--- src/rtl/mul_arbiter.sv ---
// Two-requester arbiter in front of one shared sequential multiplier: grants, holds operands
// for MUL_LAT cycles, then captures the product. Define MUL_ARB_RR_EN for round-robin arbitration.
module mul_arbiter #(
    parameter int MUL_LAT = 8,
    parameter int W       = 8
) (
    input  logic           clk,
    input  logic           rst_n,
    input  logic           req0,
    input  logic           req1,
    input  logic [W-1:0]   a0,
    input  logic [W-1:0]   b0,
    input  logic [W-1:0]   a1,
    input  logic [W-1:0]   b1,
    output logic           gnt0,
    output logic           gnt1,
    output logic           done0,
    output logic           done1,
    output logic [2*W-1:0] result,
    output logic           mul_en,
    output logic [W-1:0]   mul_a,
    output logic [W-1:0]   mul_b,
    input  logic [2*W-1:0] mul_c,
    output logic           busy
);

    localparam int CNT_W = (MUL_LAT > 1) ? $clog2(MUL_LAT) : 1;
    localparam logic [CNT_W-1:0] LAST_CNT = CNT_W'(MUL_LAT - 1);

    typedef enum logic [1:0] {
        IDLE = 2'd0,
        RUN  = 2'd1,
        CAPT = 2'd2
    } state_t;

    state_t           r_state;
    state_t           w_state_nxt;
    logic [CNT_W-1:0] r_cnt;
    logic [CNT_W-1:0] w_cnt_nxt;
    logic             r_owner;
    logic             w_owner_nxt;
    logic             w_sel;
    logic             w_start;
    logic             w_capture;
    logic [W-1:0]     r_mul_a;
    logic [W-1:0]     r_mul_b;
    logic [2*W-1:0]   r_result;

`ifdef MUL_ARB_RR_EN
    logic             r_last;

    // Reset value 1 makes requester 0 the first winner of a tie.
    always_ff @(posedge clk or negedge rst_n) begin
        if (!rst_n) begin
            r_last <= 1'b1;
        end else if (w_start) begin
            r_last <= w_sel;
        end
    end

    always_comb begin
        w_sel = 1'b0;
        if (req0 && req1) begin
            w_sel = ~r_last;
        end else begin
            w_sel = req1;
        end
    end
`else
    // A tie always goes to requester 0.
    always_comb begin
        w_sel = 1'b0;
        if (!req0) begin
            w_sel = req1;
        end
    end
`endif

    // NOTE: every combinational output gets a default first, so no path leaves one unassigned (no latches).
    always_comb begin
        w_state_nxt = r_state;
        w_cnt_nxt   = r_cnt;
        w_owner_nxt = r_owner;
        w_start     = 1'b0;
        w_capture   = 1'b0;
        case (r_state)
            IDLE: begin
                if (req0 || req1) begin
                    w_start     = 1'b1;
                    w_owner_nxt = w_sel;
                    w_cnt_nxt   = '0;
                    w_state_nxt = RUN;
                end
            end
            RUN: begin
                if (r_cnt == LAST_CNT) begin
                    w_capture   = 1'b1;
                    w_state_nxt = CAPT;
                end else begin
                    w_cnt_nxt = r_cnt + CNT_W'(1);
                end
            end
            CAPT: begin
                w_cnt_nxt   = '0;
                w_state_nxt = IDLE;
            end
            default: begin
                w_cnt_nxt   = '0;
                w_state_nxt = IDLE;
            end
        endcase
    end

    // NOTE: state registers use non-blocking assignments so all flops update together at the edge.
    always_ff @(posedge clk or negedge rst_n) begin
        if (!rst_n) begin
            r_state <= IDLE;
            r_cnt   <= '0;
            r_owner <= 1'b0;
        end else begin
            r_state <= w_state_nxt;
            r_cnt   <= w_cnt_nxt;
            r_owner <= w_owner_nxt;
        end
    end

    // NOTE: datapath registers are reset too, so mul_a/mul_b/result read 0 after any reset, even mid-run.
    always_ff @(posedge clk or negedge rst_n) begin
        if (!rst_n) begin
            r_mul_a  <= '0;
            r_mul_b  <= '0;
            r_result <= '0;
        end else begin
            if (w_start) begin
                r_mul_a <= w_sel ? a1 : a0;
                r_mul_b <= w_sel ? b1 : b0;
            end
            if (w_capture) begin
                r_result <= mul_c;
            end
        end
    end

    // Outputs decode straight from registered state, so reset clears them immediately.
    assign mul_en = (r_state == RUN);
    assign busy   = (r_state != IDLE);
    assign gnt0   = (r_state == RUN) && (r_cnt == '0) && !r_owner;
    assign gnt1   = (r_state == RUN) && (r_cnt == '0) &&  r_owner;
    assign done0  = (r_state == CAPT) && !r_owner;
    assign done1  = (r_state == CAPT) &&  r_owner;
    assign mul_a  = r_mul_a;
    assign mul_b  = r_mul_b;
    assign result = r_result;

endmodule

--- config.mk ---
export PLATFORM = sky130hd
export DESIGN_NAME = mul_arbiter
export DESIGN_NICKNAME = d
export VERILOG_FILES = /design/src/rtl/mul_arbiter.sv
export SDC_FILE = /design/constraint.sdc
export NUM_CORES = 1
export LEC_CHECK = 0
export BUFFER_PORTS_ARGS = -buffer_cell sky130_fd_sc_hd__clkbuf_2
export CORE_ASPECT_RATIO = 1.5
export CORE_UTILIZATION = 49
export DETAILED_ROUTE_END_ITERATION = 6
export HOLD_SLACK_MARGIN = 0.12
export PLACE_DENSITY = 0.82
export SLEW_MARGIN = 10
export SYNTH_ARGS = -nofsm -noshare
export SYNTH_HDL_FRONTEND = slang
export SYNTH_SLANG_ARGS = --single-unit
--- constraint.sdc ---
create_clock -name clk -period 3.74 [get_ports clk]
set_clock_uncertainty 0.2 [all_clocks]
set_input_delay 0 -clock clk [delete_from_list [all_inputs] [get_ports clk]]
set_output_delay 0 -clock clk [all_outputs]
set_load 0.01 [all_outputs]
==> Word-level counts from Yosys, hierarchy flattened <==
Cells that the tools add are included.
{ "word_totals": {"in_bits": 52, "reg_bits": 38, "output_inout_bits": 38} }
{ "classes": {"mux": 13, "n_addsub": 1, "n_reduce_logical": 13, "n_eq_ne": 6} }
{ "op_table": {"columns": ["operator", "n"], "rows": [
  ["$mux W8", 2],
  ["$mux W3", 2],
  ["$pmux W3 S2", 1],
  ["$reduce_and A2 Y1", 3],
  ["$logic_and A1 B1 Y1", 5],
  ["$mux W1", 5],
  ["$mux W2", 2],
  ["$ne A2 B2 Y1 const B", 2],
  ["$pmux W2 S2", 1],
  ["$add A3 B1 Y3 const B", 1],
  ["$eq A3 B3 Y1 const B", 1],
  ["$logic_not A3 Y1", 1],
  ["$eq A2 B1 Y1 const B", 1],
  ["$eq A2 B2 Y1 const B", 1],
  ["$logic_not A2 Y1", 1],
  ["$ne A2 B1 Y1 const B", 1],
  ["$reduce_bool A2 Y1", 1],
  ["$logic_not A1 Y1", 1],
  ["$logic_or A1 B1 Y1", 1]
]} }

==> Logic depth before layout (Yosys ltp) <==
Gate-level depths: netlist (run 1).
{ "depth": {"depth_word": 3, "ltp_mapped": 6, "mapped_depth_nobuf": 5} }

==> Worst setup path before layout (run 1) <==
OpenSTA, ideal clock, no wires.
{ "synth_timing": {"path_kind": "reg-to-reg", "from": "reg r_cnt[0]", "to": "reg r_result[10] (netlist: result[10])", "required_ps": 3415, "path_stages_with_launch": 6, "t_arrival_ps": 1402, "setup_time_ps": 125, "period_less_slack_ps": 1727, "setup_slack_ps": 2013, "path_cell_list": "dfrtp_1 -> ha_1 -> ha_1 -> nand2_4 -> buf_4 -> mux2_2"} }
{ "synth_via": {"elab_chain_len": 3} }
{ "synth_lines": {"columns": ["element", "line_no", "text"], "rows": [
  ["start, declared", "38", "logic [CNT_W-1:0] r_cnt;"],
  ["start signal, assigned", "122", "r_cnt <= w_cnt_nxt;"],
  ["$eq A3 B3 Y1", "96", "if (r_cnt == LAST_CNT) begin"],
  ["$mux W1", "96", null],
  ["$mux W1", "86", "case (r_state)"],
  ["end signal, assigned", "139", "r_result <= mul_c;"],
  ["end, declared", "47", "logic [2*W-1:0] r_result;"]
]} }
No other way between the ends.
A chain may end at the register's enable or synchronous reset.

==> Final worst setup path (run 1) <==
{ "layout_timing": {"from": "in req1", "to": "reg r_mul_b[7] (netlist: mul_b[7])"} }
{ "layout_via": {"elab_chain_len": 3, "word_cells_on_any_way": 5, "cone_classes": "mux (4); reduce/logical (1)"} }
{ "layout_lines": {"columns": ["element", "line_no", "text"], "rows": [
  ["start, declared", "10", "input logic req1,"],
  ["$logic_or A1 B1 Y1", "88", "if (req0 || req1) begin"],
  ["$mux W1", "88", null],
  ["$mux W1", "86", null],
  ["end signal, assigned", "136", "r_mul_b <= w_sel ? b1 : b0;"],
  ["end, declared", "46", "logic [W-1:0] r_mul_b;"]
]} }
Parallel ways exist; a longest one is shown, timed or not.

==> qor.csv, run 1 <==
metric;value;unit
Power Density;686;nW/µm²
share of the synthesized netlist area taken by xor and xnor gates;0;%
Via Count;1517;
Worst Setup Path Type;in2reg;
number of instances resized during post-cts repair;0;
sum of internal, switching and leakage power;2.03;mW
Detailed Route Iter0 Violations;33;
unrepaired setup endpoints after global routing;no;
achievable frequency;365;MHz
DP Area;2290;µm²
synthesized instance count;124;
part of the total power dissipated in sequential elements;37.6;%
initial standard-cell utilization of the core;50.8;%
Switching Fraction;32.2;%
area growth from synthesis to layout;59.4;%
Critical Path End Type;register;
Avg WL per Cell;15.7;µm
Via-to-Cell Ratio;4.89;
multiplexer share of the synthesized area;33.9;%
gpl congestion;0.721;
total overflow reported by the global router;0;
Netlist Area Pre-Place;1850;µm²
Yosys warning total;0;
Arrival @ worst endpoint;2720;ps
wire length of the first global-routing pass;7660;µm
number of antenna violations at the first check in global routing;0;
Sink Count;38;
DRC violation count after routing;0;
simple-gate portion of the synthesized area;5.54;%
root cell of the clock tree;sky130_fd_sc_hd__clkbuf_8;
final number of max-transition violations;0;
count of boundary I/O pins;90;
detailed-routing iteration count for the pre-antenna-repair pass;5;
total of max-cap violations;0;
final net count;321;
CTS tree;yes;
final worst slack;998;ps
share of power burned in the clock network;21.1;%
final core utilization;80.9;%
H-Tree Depth;2;
net switching power of the design;0.653;mW
chip height;77.3;µm
# Post-CTS Setup Buffers;0;
total of flip-flops plus latches after synthesis;38;
net count after synthesis;179;
clock transition at the registers of the reported paths;80;ps
drt total wl;4870;µm
top post-synthesis cells by area;sky130_fd_sc_hd__dfrtp_1 51%, sky130_fd_sc_hd__mux2_2 16%, sky130_fd_sc_hd__mux2_4 16%;
combinational share of power;41.3;%
final setup fails;0;
Worst Tran Pin Value;976;ps
smallest hold slack;175;ps
overall die area;4030;µm²
area leader, netlist;sky130_fd_sc_hd__dfrtp_1;
Hold Vio Cnt, Final;0;
final critical-path required period;2740;ps
cell-internal power;1.37;mW
Total Routing Usage GR;26.9;%
fraction of layout cells with a size suffix above 1;55.4;%
# rows;27;
Peak VDD IR;0.000592;V
area fraction of the dominant cell type after synthesis;51.4;%
endpoint required time on the critical path;3720;ps
core footprint;3650;µm²
portion of the post-synthesis area used by sequential elements;51.4;%
largest family of logic cells by synthesized area;multiplexers;
Syn Area/Cell;14.9;µm²
post-route antenna net violation count;0;
Worst setup SP type;primary input;
status;finished clean;
post-route insts no fill;310;
cts bufs inserted;5;
Final HPWL DP;2750;µm
Leak Pwr;1.48;nW
Setup TNS;0;ps
Clk Latency, worst-skew pair;290;ps
Max-Slew Margin vs Limit;34.6;%
via count of the first global-routing pass;1621;
adder-cell share of the synthesized area;2.03;%
final worst-path cycle share;73.3;%
die boundary width;52.2;µm
final std cell area, no fill;2950;µm²
Critical Path Fanout Max;16;
complex-gate fraction of the synthesized area;2.70;%
source of the critical timing path;req1;
count of cell types in the netlist;26;
pre-CTS worst setup slack;1600;ps
Max Root-Sink Buffers;2;
diodes inserted;0;
Tightest Hold Check Type;in2async;
instance count after placement with tap cells included;250;
pin count of the biggest net entering global routing;39;
CTS Hold Bufs;52;
number of buffer cells added on primary ports;89;
Reg-to-Reg Start;r_state[0];
number of filler instances in the final layout;236;
[synthesized netlist by cell type (all sizes together)]
cell and n:
inv 5, nor4bb 1, and4b 1, nor3 1
a21o 1, o21ai 2, buf 6, nor2b 1
nand2 1, nor2 2, dfrtp 38, nor4b 1
ha 3, mux2 49, nand3 2, and2b 1
and3b 1, and2 1, a21oi 5, o21a 1
nor3b 1
[kinds of logic after synthesis]
| group | after synthesis |
|---|---|
| compound gates | 9 |
| fa+ha+maj | 3 |
| buf+inv | 11 |
| mux | 49 |
| flops | 38 |
| simple gates | 14 |
[registers in the layout (all words and copies together) (netlist names)]
register / flops
r_cnt: 3
mul_b: 8
r_owner: 1
mul_a: 8
r_state: 2
result: 16
[power by group through the flow]
stage,Clock [mW],Sequential [mW],Combinational (mW)
final,0.427,0.763,0.837
after global routing,0.448,0.784,0.902
after CTS,0.435,0.748,0.825
after detailed placement,0,0.750,0.767
after global placement,0,0.746,0.741
after floorplan,0,0.811,0.417
[cell type report]
| cell class | instances | area [µm²] | area share, % |
|---|---|---|---|
| Timing Repair Buffer | 141 | 966 | 32.7 |
| Inverter | 5 | 18.8 | 0.636 |
| Tap cell | 43 | 53.8 | 1.82 |
| Clock inverter | 2 | 60.1 | 2.03 |
| Sequential cell | 38 | 951 | 32.2 |
| Multi-Input combinational cell | 75 | 820 | 27.8 |
| Clock buffer | 6 | 82.6 | 2.80 |
[worst max-delay path, stage by stage]
cell	delay, ps
sky130_fd_sc_hd__dlygate4sd3_1	520
sky130_fd_sc_hd__clkbuf_2	150
sky130_fd_sc_hd__nor2b_2	800
sky130_fd_sc_hd__mux2_2	410
sky130_fd_sc_hd__dlygate4sd3_1	570
sky130_fd_sc_hd__mux2_2	260
[metal layers]
layer	up-vias	part of all wire (%)	routed length [µm]	global-route usage, %
met1	740	35	1700	26.1
met4	0	1.2	59	7.89
met3	8	3.3	160	5.36
met5	-	0	0	0
met2	45	61	2940	52.9
li1	724	-	-	-
[worst paths after layout]
| kind | slack (ps) | endpoint | cells past startpoint |
|---|---|---|---|
| worst max-delay path | 1000 | mul_b[7] | 6 |
| worst min-delay path | 170 | result[2] | 2 |
| worst max register to register | 1570 | mul_a[7] | 3 |
| worst min register to register | 310 | result[13] | 1 |
| max in group asynchronous | 2580 | mul_b[1] | 2 |
| min in group clk | 270 | result[9] | 3 |
[layout by cell type, fill, tap and decap left out, types with 2 or more instances in the layout]
cell type	n
sky130_fd_sc_hd__dfrtp_1	38
sky130_fd_sc_hd__bufinv_16	2
sky130_fd_sc_hd__mux2_2	27
sky130_fd_sc_hd__mux2_1	2
sky130_fd_sc_hd__nand3_1	2
sky130_fd_sc_hd__a21oi_1	5
sky130_fd_sc_hd__mux2_4	20
sky130_fd_sc_hd__inv_1	5
sky130_fd_sc_hd__o21ai_0	2
sky130_fd_sc_hd__clkbuf_8	6
sky130_fd_sc_hd__dlygate4sd3_1	52
sky130_fd_sc_hd__clkbuf_2	89
sky130_fd_sc_hd__ha_1	3
No activity file was read; power rests on OpenSTA's default activity.
==> inputs of run 2 (changes only) <==
--- a/config.mk
+++ b/config.mk
@@ -7,10 +7,10 @@
 export LEC_CHECK = 0
 export BUFFER_PORTS_ARGS = -buffer_cell sky130_fd_sc_hd__clkbuf_2
 export CORE_ASPECT_RATIO = 1.5
-export CORE_UTILIZATION = 49
+export CORE_UTILIZATION = 41
 export DETAILED_ROUTE_END_ITERATION = 6
 export HOLD_SLACK_MARGIN = 0.12
-export PLACE_DENSITY = 0.82
+export PLACE_DENSITY = 0.73
 export SLEW_MARGIN = 10
 export SYNTH_ARGS = -nofsm -noshare
 export SYNTH_HDL_FRONTEND = slang
==> constraint.sdc (replaced) <==
create_clock -name clk -period 2.2 [get_ports clk]
set_clock_uncertainty 0.2 [all_clocks]
set_input_delay 0 -clock clk [delete_from_list [all_inputs] [get_ports clk]]
set_output_delay 0 -clock clk [all_outputs]
set_load 0.01 [all_outputs]
==> qor.csv, run 2 (synthesis results as in run 1) <==
metric;value;unit
status;finished, violations left;
violated checks;DRC;
post-route antenna net violation count;0;
final critical-path required period;1780;ps
Power Density;1080;nW/µm²
initial standard-cell utilization of the core;43.2;%
Leak Pwr;1.47;nW
smallest hold slack;199;ps
Hold Vio Cnt, Final;0;
core footprint;4280;µm²
Reg2Reg Depth;4;
Critical Path Fanout Max;17;
final net count;323;
number of buffer cells added on primary ports;89;
unrepaired setup endpoints after global routing;no;
Max Root-Sink Buffers;2;
endpoint required time on the critical path;2160;ps
cts bufs inserted;5;
Worst Tran Pin Value;946;ps
detailed-routing iteration count for the pre-antenna-repair pass;6;
Detailed Route Iter0 Violations;23;
number of flip-flops in the largest register;16;
chip height;84.3;µm
# Post-CTS Setup Buffers;0;
number of antenna violations at the first check in global routing;0;
number of filler instances in the final layout;328;
Max-Slew Margin vs Limit;36.9;%
diodes inserted;0;
Clk Latency, worst-skew pair;270;ps
achievable frequency;560;MHz
Via Count;1517;
wire length of the first global-routing pass;7600;µm
Via-to-Cell Ratio;4.82;
area growth from synthesis to layout;57.6;%
drt total wl;4820;µm
DRC violation count after routing;5;
final worst-path cycle share;81.1;%
instance count after placement with tap cells included;255;
root cell of the clock tree;sky130_fd_sc_hd__clkbuf_8;
Avg WL per Cell;15.3;µm
CTS tree;yes;
Total Routing Usage GR;21.1;%
Peak VDD IR;0.000603;V
Sink Count;38;
sum of internal, switching and leakage power;3.16;mW
Critical Path End Type;register;
Worst setup SP type;register;
reg-to-reg slack, setup;420;ps
commonest cells after routing, fill and taps aside;89 x sky130_fd_sc_hd__clkbuf_2, 52 x sky130_fd_sc_hd__dlygate4sd3_1, 38 x sky130_fd_sc_hd__dfrtp_1, 27 x sky130_fd_sc_hd__mux2_2, 20 x sky130_fd_sc_hd__mux2_4;
die boundary width;56.9;µm
Reg-to-Reg Start;r_state[0];
most common cell after layout, fill and taps aside;sky130_fd_sc_hd__clkbuf_2;
final number of max-transition violations;0;
Worst Setup Path Type;reg2reg;
number of instances resized during post-cts repair;0;
reg2reg end;mul_b[3];
CTS Hold Bufs;52;
post-route insts no fill;315;
final setup fails;0;
H-Tree Depth;2;
gpl congestion;0.741;
Arrival @ worst endpoint;1750;ps
count of boundary I/O pins;90;
via count of the first global-routing pass;1592;
# rows;29;
total overflow reported by the global router;0;
overall die area;4790;µm²
Final HPWL DP;2790;µm
pin count of the biggest net entering global routing;39;
total of max-cap violations;0;
Tightest Hold Check Type;in2async;
fraction of layout cells with a size suffix above 1;55.4;%
Setup TNS;0;ps
clock transition at the registers of the reported paths;70;ps
[run 2: worst max-delay path, cell delays in order (launching register included)]
cell	delay [ps]
sky130_fd_sc_hd__dfrtp_1	490
sky130_fd_sc_hd__nor2_2	190
sky130_fd_sc_hd__o21a_1	140
sky130_fd_sc_hd__buf_4	280
sky130_fd_sc_hd__mux2_2	380
[run 2: cell type report]
cell class	instances	area, µm²	share of cell area (%)
Multi-Input combinational cell	75	820	28.1
Clock buffer	7	86.3	2.96
Sequential cell	38	951	32.6
Clock inverter	1	5.00	0.171
Tap cell	46	57.6	1.97
Inverter	5	18.8	0.643
Timing Repair Buffer	143	981	33.6
[run 2: stage by stage]
| stage | util [%] | cell area, µm² | worst slack, ps |
|---|---|---|---|
| finish | 68.2 | 2920 | 416 |
| global route | 68.2 | 2920 | 328 |
| CTS | 68.2 | 2920 | 408 |
| detailed placement | 53.9 | 2310 | 417 |
| global placement | 53.9 | 2310 | 447 |
| floorplan | - | 1850 | 473 |
[run 2: metal layers]
metal	share of wire, %	up-vias	GRT usage (%)
met4	1.8	0	7.54
li1	-	722	-
met1	34	745	20.8
met5	0	-	0
met3	2.9	8	3.85
met2	61	42	42.2
[run 2: worst max path at each step]
stage                     startpoint          to
after floorplan             r_cnt[0]  result[10]
after global placement    r_state[0]    mul_b[2]
after detailed placement  r_state[0]    mul_b[0]
after CTS                 r_state[0]    mul_b[0]
after global routing      r_state[0]    mul_b[0]
final                     r_state[0]    mul_b[3]
[run 2: report_power, final]
group          internal [mW]  switching (mW)
Clock                  0.253           0.222
Combinational          0.792           0.617
Sequential              1.05           0.223
Total                   2.09            1.06
